===== src/rtl/mcp3202_channel_scheduler.sv =====
// Round-robin scheduler sharing one MCP3202 between two fixed-channel SPI masters:
// paces conversions, gates master EN, muxes the pads and buffers tagged samples.
module mcp3202_channel_scheduler #(
    parameter int unsigned SAMPLE_DIV = 6250,
    parameter int unsigned TIMEOUT    = 4096,
    parameter int unsigned GUARD      = 64
) (
    input  logic        clk,
    input  logic        rst_n,
    input  logic        i_en,
    input  logic [1:0]  i_ch_mask,
    input  logic        i_ready,
    input  logic        i_clr,
    input  logic        i_miso,
    input  logic        m0_cs,
    input  logic        m0_sck,
    input  logic        m0_mosi,
    input  logic        m0_valid,
    input  logic [11:0] m0_data,
    input  logic        m1_cs,
    input  logic        m1_sck,
    input  logic        m1_mosi,
    input  logic        m1_valid,
    input  logic [11:0] m1_data,
    output logic        o_en0,
    output logic        o_en1,
    output logic        o_miso0,
    output logic        o_miso1,
    output logic        o_cs,
    output logic        o_sck,
    output logic        o_mosi,
    output logic [11:0] o_data,
    output logic        o_chan,
    output logic        o_valid,
    output logic        o_overrun,
    output logic        o_late,
    output logic        o_timeout,
    output logic        o_busy
);

    localparam int unsigned DIV_W  = $clog2(SAMPLE_DIV);
    localparam int unsigned TO_W   = $clog2(TIMEOUT + 1);
    localparam int unsigned GD_W   = $clog2(GUARD + 1);
    localparam int unsigned DATA_W = 12;

    typedef enum logic [1:0] {
        ST_IDLE    = 2'd0,
        ST_CONVERT = 2'd1,
        ST_RELEASE = 2'd2
    } state_e;

    state_e              state_q, state_d;
    logic [DIV_W-1:0]    div_cnt_q, div_cnt_d;
    logic                tick_q, tick_d;
    logic                pending_q, pending_d;
    logic                last_ch_q, last_ch_d;
    logic                owner_q, owner_d;
    logic                owner_valid_q, owner_valid_d;
    logic [TO_W-1:0]     to_cnt_q, to_cnt_d;
    logic [GD_W-1:0]     guard_q, guard_d;
    logic                en0_q, en0_d;
    logic                en1_q, en1_d;
    logic [DATA_W-1:0]   data_q, data_d;
    logic                chan_q, chan_d;
    logic                valid_q, valid_d;
    logic                overrun_q, overrun_d;
    logic                late_q, late_d;
    logic                timeout_q, timeout_d;
    logic                busy_q, busy_d;

    logic                own_valid_in;
    logic                own_cs_in;
    logic [DATA_W-1:0]   own_data_in;
    logic                other_ch;
    logic                pick_ch;
    logic                consume;
    logic                capture;
    logic                set_overrun;
    logic                set_late;
    logic                set_timeout;

    // Next-state logic for timer, scheduler FSM, output register and flags
    always_comb begin
        state_d       = state_q;
        div_cnt_d     = div_cnt_q;
        tick_d        = 1'b0;
        pending_d     = pending_q;
        last_ch_d     = last_ch_q;
        owner_d       = owner_q;
        owner_valid_d = owner_valid_q;
        to_cnt_d      = to_cnt_q;
        guard_d       = guard_q;
        en0_d         = en0_q;
        en1_d         = en1_q;
        data_d        = data_q;
        chan_d        = chan_q;
        valid_d       = valid_q;
        consume       = 1'b0;
        capture       = 1'b0;
        set_overrun   = 1'b0;
        set_timeout   = 1'b0;
        other_ch      = ~last_ch_q;
        pick_ch       = last_ch_q;
        own_valid_in  = owner_q ? m1_valid : m0_valid;
        own_cs_in     = owner_q ? m1_cs : m0_cs;
        own_data_in   = owner_q ? m1_data : m0_data;

        if (i_en) begin
            if (div_cnt_q == DIV_W'(SAMPLE_DIV - 1)) begin
                div_cnt_d = '0;
                tick_d    = 1'b1;
            end else begin
                div_cnt_d = div_cnt_q + DIV_W'(1);
            end
        end else begin
            div_cnt_d = '0;
        end

        case (state_q)
            ST_IDLE: begin
                if (pending_q) begin
                    consume = 1'b1;
                    if (i_ch_mask != 2'b00) begin
                        pick_ch       = i_ch_mask[other_ch] ? other_ch : last_ch_q;
                        owner_d       = pick_ch;
                        owner_valid_d = 1'b1;
                        last_ch_d     = pick_ch;
                        en0_d         = ~pick_ch;
                        en1_d         = pick_ch;
                        to_cnt_d      = '0;
                        guard_d       = '0;
                        state_d       = ST_CONVERT;
                    end
                end
            end
            ST_CONVERT: begin
                if (own_valid_in) begin
                    capture = 1'b1;
                    en0_d   = 1'b0;
                    en1_d   = 1'b0;
                    state_d = ST_RELEASE;
                end else if (to_cnt_q == TO_W'(TIMEOUT - 1)) begin
                    set_timeout = 1'b1;
                    en0_d       = 1'b0;
                    en1_d       = 1'b0;
                    state_d     = ST_RELEASE;
                end else begin
                    to_cnt_d = to_cnt_q + TO_W'(1);
                end
            end
            ST_RELEASE: begin
                // Guard time counts only consecutive cycles with the owner's CS high
                if (!own_cs_in) begin
                    guard_d = '0;
                end else if (guard_q == GD_W'(GUARD - 1)) begin
                    guard_d       = '0;
                    owner_valid_d = 1'b0;
                    state_d       = ST_IDLE;
                end else begin
                    guard_d = guard_q + GD_W'(1);
                end
            end
            default: begin
                state_d = ST_IDLE;
            end
        endcase

        // A fresh tick wins over consumption; only a tick landing on an unconsumed request is late
        set_late = i_en & tick_q & pending_q & ~consume;
        if (!i_en) begin
            pending_d = 1'b0;
        end else if (tick_q) begin
            pending_d = 1'b1;
        end else if (consume) begin
            pending_d = 1'b0;
        end

        if (valid_q && i_ready) begin
            valid_d = 1'b0;
        end
        if (capture) begin
            if (valid_q && !i_ready) begin
                set_overrun = 1'b1;
            end else begin
                data_d  = own_data_in;
                chan_d  = owner_q;
                valid_d = 1'b1;
            end
        end

        overrun_d = set_overrun | (overrun_q & ~i_clr);
        late_d    = set_late | (late_q & ~i_clr);
        timeout_d = set_timeout | (timeout_q & ~i_clr);
        busy_d    = (state_d != ST_IDLE);
    end

    always_ff @(posedge clk or negedge rst_n) begin
        if (!rst_n) begin
            state_q       <= ST_IDLE;
            div_cnt_q     <= '0;
            tick_q        <= 1'b0;
            pending_q     <= 1'b0;
            last_ch_q     <= 1'b1;
            owner_q       <= 1'b0;
            owner_valid_q <= 1'b0;
            to_cnt_q      <= '0;
            guard_q       <= '0;
            en0_q         <= 1'b0;
            en1_q         <= 1'b0;
            data_q        <= '0;
            chan_q        <= 1'b0;
            valid_q       <= 1'b0;
            overrun_q     <= 1'b0;
            late_q        <= 1'b0;
            timeout_q     <= 1'b0;
            busy_q        <= 1'b0;
        end else begin
            state_q       <= state_d;
            div_cnt_q     <= div_cnt_d;
            tick_q        <= tick_d;
            pending_q     <= pending_d;
            last_ch_q     <= last_ch_d;
            owner_q       <= owner_d;
            owner_valid_q <= owner_valid_d;
            to_cnt_q      <= to_cnt_d;
            guard_q       <= guard_d;
            en0_q         <= en0_d;
            en1_q         <= en1_d;
            data_q        <= data_d;
            chan_q        <= chan_d;
            valid_q       <= valid_d;
            overrun_q     <= overrun_d;
            late_q        <= late_d;
            timeout_q     <= timeout_d;
            busy_q        <= busy_d;
        end
    end

    // Pad mux: idle levels whenever no master owns the ADC
    always_comb begin
        o_cs    = 1'b1;
        o_sck   = 1'b0;
        o_mosi  = 1'b0;
        o_miso0 = 1'b0;
        o_miso1 = 1'b0;
        if (owner_valid_q) begin
            o_cs    = owner_q ? m1_cs : m0_cs;
            o_sck   = owner_q ? m1_sck : m0_sck;
            o_mosi  = owner_q ? m1_mosi : m0_mosi;
            o_miso0 = ~owner_q & i_miso;
            o_miso1 = owner_q & i_miso;
        end
    end

    assign o_en0     = en0_q;
    assign o_en1     = en1_q;
    assign o_data    = data_q;
    assign o_chan    = chan_q;
    assign o_valid   = valid_q;
    assign o_overrun = overrun_q;
    assign o_late    = late_q;
    assign o_timeout = timeout_q;
    assign o_busy    = busy_q;

endmodule


===== config.mk =====
export PLATFORM = sky130hd
export DESIGN_NAME = mcp3202_channel_scheduler
export DESIGN_NICKNAME = d
export VERILOG_FILES = /design/src/rtl/mcp3202_channel_scheduler.sv
export SDC_FILE = /design/constraint.sdc
export NUM_CORES = 1
export LEC_CHECK = 0
export ABC_AREA = 1
export CORE_MARGIN = 1.5
export CORE_UTILIZATION = 63
export DETAILED_ROUTE_END_ITERATION = 10
export DONT_BUFFER_PORTS = 1
export PLACE_DENSITY = 0.79
export SLEW_MARGIN = 10
export SYNTH_ARGS = -nofsm -noshare
export SYNTH_HDL_FRONTEND = slang
export SYNTH_SLANG_ARGS = --single-unit

===== constraint.sdc =====
create_clock -name clk -period 2.5 [get_ports clk]
set_clock_uncertainty 0.2 [all_clocks]
set_input_delay 0.25 -clock clk [delete_from_list [all_inputs] [get_ports clk]]
set_output_delay 0.25 -clock clk [all_outputs]
set_load 0.05 [all_outputs]

==> results.md <==
- The overall die width is about 75 microns.
- The region available for standard cell placement spans 0.00504 sq mm.
- The biggest area contributor in the post-synthesis netlist is sky130_fd_sc_hd__dfrtp_1.
- The initial antenna violation count was 0.
- The total die area is about 0.0056 sq mm.
- The longest clock path from root to sink contains 2 buffers.
- The internal cell power is between 1.5 and 2 mW.
- The number of vias per cell is between 5 and 6.
- Across the run, the number of max-cap violations was 0.
- The minimum hold slack is approximately 26 ps.
- Static timing analysis puts the maximum clock frequency at slightly above 0.4 GHz.
- The congestion estimate from routability-driven global placement came to around 0.86.
- The depth of the most critical reg-to-reg path is 9.
- The endpoint required time on the critical path is around 2500 ps.
- The post-synthesis instance total is 407.
- The area taken by flip-flops and latches is ~0.0015 sq mm.
- The count of TritonRoute iterations in the first routing pass is 5.
- The net count of the finished layout is 490.
- The final count of negative-setup-slack endpoints is 0.
- The count of warnings emitted by yosys is 0.
- After synthesis the netlist holds a flip-flop and latch count of 60.
- The number of clock buffers inserted by TritonCTS is 9.
- The wire length of the first global-routing pass is approximately 12000 microns.
- Summed over all layers, the global routing overflow is 0.
- The sequential share of the synthesized area is 46.0%.
- Sorting the synthesized cells by area gives the leading types as sky130_fd_sc_hd__dfrtp_1 (45%), sky130_fd_sc_hd__nand2_1 (10%), sky130_fd_sc_hd__nor2_1 (7.0%), sky130_fd_sc_hd__nand3_1 (5.8%), sky130_fd_sc_hd__inv_1 (5.2%).
- The netlist area before placement is approximately 0.0033 sq mm.
- In this run the remaining antenna-violating nets after routing total 0.
- In the post-route analysis, the smallest setup slack over all paths is 70.7 ps.
- The growth of design area from synthesis to finish is 17.9%.
- The synthesized net count is 451.
- The origin of the worst min-delay path is i_ch_mask[0].
- The startpoint class of the critical path is a register.
- After detailed routing, the average wire length per cell comes to 14.9 microns.
- The insertion delay of the later-clocked pin in the worst-skew pair is 340 ps.
- The number of rows created at floorplan is 26.
- The worst register-to-register path ends at o_data[11].
- In this run the critical register-to-register path is launched from state_q[1].
- The part of the total power dissipated in combinational logic is around a quarter.
- The area of the multi-input gates is between 0.0015 and 0.002 sq mm.
- The number of hold violations in the final report is 0.
- The violation count after the first detailed-route iteration is roughly 260.
- The worst hold path was traced through 3 stages.
- The DRC violation count after routing is 0.
- The total via count in the routed design is 2965.
- The share of the core filled with cells in the final layout is between 70% and 80%.
- Clock-pin slew was measured on the worst setup and hold paths at approximately 70 ps.
- The clock network is responsible for a little under a quarter of the overall power.
- The via count of the first global-routing pass came to between 2k and 3k.
- At the placement stage, the worst setup path has a slack of ~530 ps.
- The capturing element type of the critical path is a register.
- The number of buffers inserted to repair setup after CTS is 0.
- The final period utilization is roughly 97%.
- For this design the ratio of total power to cell area is between 800 and 900 mW/mm^2.
- After filler insertion, the fill cell instance count of the layout stands at 336.
- The remaining max-slew budget at the tightest pin is approximately two thirds.
- The share of post-route cells with drive strength above 1 is between 10% and 20%.
- For this design the static power due to leakage is 1.76 nW.
- The die height is between 70 and 80 microns.
- The endpoint of the worst hold-timing path is o_en1.
- The top-level port count is between 60 and 70.
- The minimum clock period is around 2400 ps.
- The signal arrival time at the worst endpoint is between 2000 and 2500 ps.
- The pin count of the biggest net entering global routing is a little over 60.
- After synthesis, the largest area contributor takes up between 40 and 50% of total cell area.
- Across all register-to-register paths, the minimum setup slack is between 70 and 80 ps.
- The sequential cell fraction of total power is 50.0%.
- The overall routing resource usage is between 20% and 30%.
- The total number of H-tree levels is 3.
- The number of antenna diodes in the final layout is 0.
- The classification of the worst setup path is reg -> reg.
- The run finished with clean final reports.
- The max-slew violation count is 0.
- The maximum vdd drop is about 0.50 mV.
- Along the worst path, the maximum fanout reaches 26.
- Counting every sink on the clock net gives 60.
- The HPWL after detailed placement is 4590 microns.
- The buffer type at the clock tree root is sky130_fd_sc_hd__clkbuf_8.
- Once the floorplan was initialized, standard cells occupied between 60% and 70% of the core.
- The min-delay analysis places its worst path in the category in -> reg.
- The mean area per synthesized cell is ~8 sq um.
- The switching component of the power is approximately 1.6 mW.
- After detailed routing, the total wire length is around 7800 microns.
- The number of different library cells in the post-synthesis netlist is 33.
- TritonCTS built the clock tree.
- The count of port buffers added during placement is 0.
- The share of total power consumed by net switching is 45.4%.
- For the pin with the worst max-slew slack, the measured transition is roughly 510 ps.
-- stage by stage --
step	power, mW	area, sq um	setup TNS [ps]	cells
global placement	2.37	3320	0	474
detailed placement	2.40	3320	0	474
global route	3.60	3850	-16.0	521
finish	3.44	3850	0	521
floorplan	2.33	3270	0	407
CTS	3.35	3820	0	521
-- repair_timing --
| action | in CTS | in global routing |
|---|---|---|
| endpoints found under the setup margin | 0 | 10 |
| endpoints found under the hold margin | 82 | 0 |
| resized for setup | 0 | 8 |
| hold buffers | 31 | 0 |
-- sequential cells by signal, indices dropped and copies added, names as in the netlist --
register       cells
div_cnt_q         13
state_q            2
o_chan             1
owner_valid_q      1
owner_q            1
o_busy             1
to_cnt_q          13
tick_q             1
last_ch_q          1
o_en1              1
o_timeout          1
o_overrun          1
pending_q          1
o_late             1
o_en0              1
o_data            12
o_valid            1
guard_q            7
-- cells in the mapped netlist, drive strengths merged --
| library cell | count |
|---|---|
| nand2 | 105 |
| nor2 | 65 |
| dfrtp | 59 |
| inv | 50 |
| nand3 | 38 |
| o21ai | 26 |
| nor3 | 12 |
| o31ai | 12 |
| xor2 | 8 |
| buf | 6 |
| nand4 | 6 |
| a21oi | 5 |
| ha | 4 |
| o22ai | 3 |
| clkbuf | 2 |
| or2 | 2 |
| dfstp | 1 |
| nor3b | 1 |
| o2bb2ai | 1 |
| o32ai | 1 |
-- cell usage in the layout (no fill, tap or decap), types with 6 or more instances in the layout --
cell type | Yosys | final
sky130_fd_sc_hd__dfrtp_1 | 59 | 58
sky130_fd_sc_hd__nand3_1 | 38 | 38
sky130_fd_sc_hd__o31ai_1 | 10 | 9
sky130_fd_sc_hd__o21ai_2 | 11 | 11
sky130_fd_sc_hd__o21ai_0 | 14 | 14
sky130_fd_sc_hd__nand2_1 | 90 | 90
sky130_fd_sc_hd__xor2_1 | 8 | 8
sky130_fd_sc_hd__nand4_1 | 6 | 6
sky130_fd_sc_hd__dlygate4sd3_1 | 0 | 30
sky130_fd_sc_hd__nor2_1 | 61 | 61
sky130_fd_sc_hd__nor3_1 | 11 | 11
sky130_fd_sc_hd__nand2_2 | 12 | 11
sky130_fd_sc_hd__clkbuf_8 | 0 | 10
sky130_fd_sc_hd__inv_1 | 45 | 45
-- power groups by stage --
| stage | clock (mW) | combinational (mW) | sequential [mW] |
|---|---|---|---|
| finish | 0.802 | 0.918 | 1.72 |
| global placement | 0 | 0.645 | 1.72 |
| floorplan | 0 | 0.649 | 1.69 |
| CTS | 0.800 | 0.848 | 1.70 |
| global route | 0.854 | 1.01 | 1.74 |
| detailed placement | 0 | 0.670 | 1.73 |
-- worst max-delay path: stages (launching register included) --
cell	delay, ps
sky130_fd_sc_hd__dfrtp_1	430
sky130_fd_sc_hd__inv_2	80
sky130_fd_sc_hd__nand2_1	110
sky130_fd_sc_hd__inv_4	200
sky130_fd_sc_hd__nand2_2	110
sky130_fd_sc_hd__inv_2	140
sky130_fd_sc_hd__nand2_8	150
sky130_fd_sc_hd__nand2_1	180
sky130_fd_sc_hd__o31ai_4	80
sky130_fd_sc_hd__dlygate4sd3_1	610
-- routing by layer --
layer	vias to the layer above	track usage, %	wire [microns]
met1	1407	34.6	3140
met3	33	6.29	506
met4	0	13.5	293
li1	1392	-	-
met2	133	48.7	3820
met5	-	0	0
-- cell families (layout without fill, tap and decap cells) --
kind of cell	Yosys count	count (layout)	share of synthesized area, %
and+or+nand+nor	229	229	31.9
DFF	60	60	46.0
buffers and inverters	58	102	8.30
AOI/OAI and AO/OA	48	48	10.2
xor gates and xnor gates	8	8	2.14
adders and majority gates	4	4	1.53
-- final cells by class --
class | instances | share of cell area, %
clock buffers | 11 | 3.67
clock inverters | 5 | 0.941
inverters | 50 | 5.13
multi-input cells | 289 | 39.5
flip-flops and latches | 60 | 39.0
well taps | 70 | 2.27
repair buffers | 36 | 9.48
-- worst max path at each step --
stage                  to  cells past startpoint        from
2_1_floorplan     o_miso0                      3     owner_q
3_3_place_gp    o_data[9]                      7     owner_q
3_5_place_dp    o_data[2]                      7     owner_q
4_1_cts         o_data[3]                      8     owner_q
5_1_grt        o_data[11]                      9  state_q[1]
6_report       o_data[11]                      9  state_q[1]
Note: power is estimated with default switching activity, not from simulation.
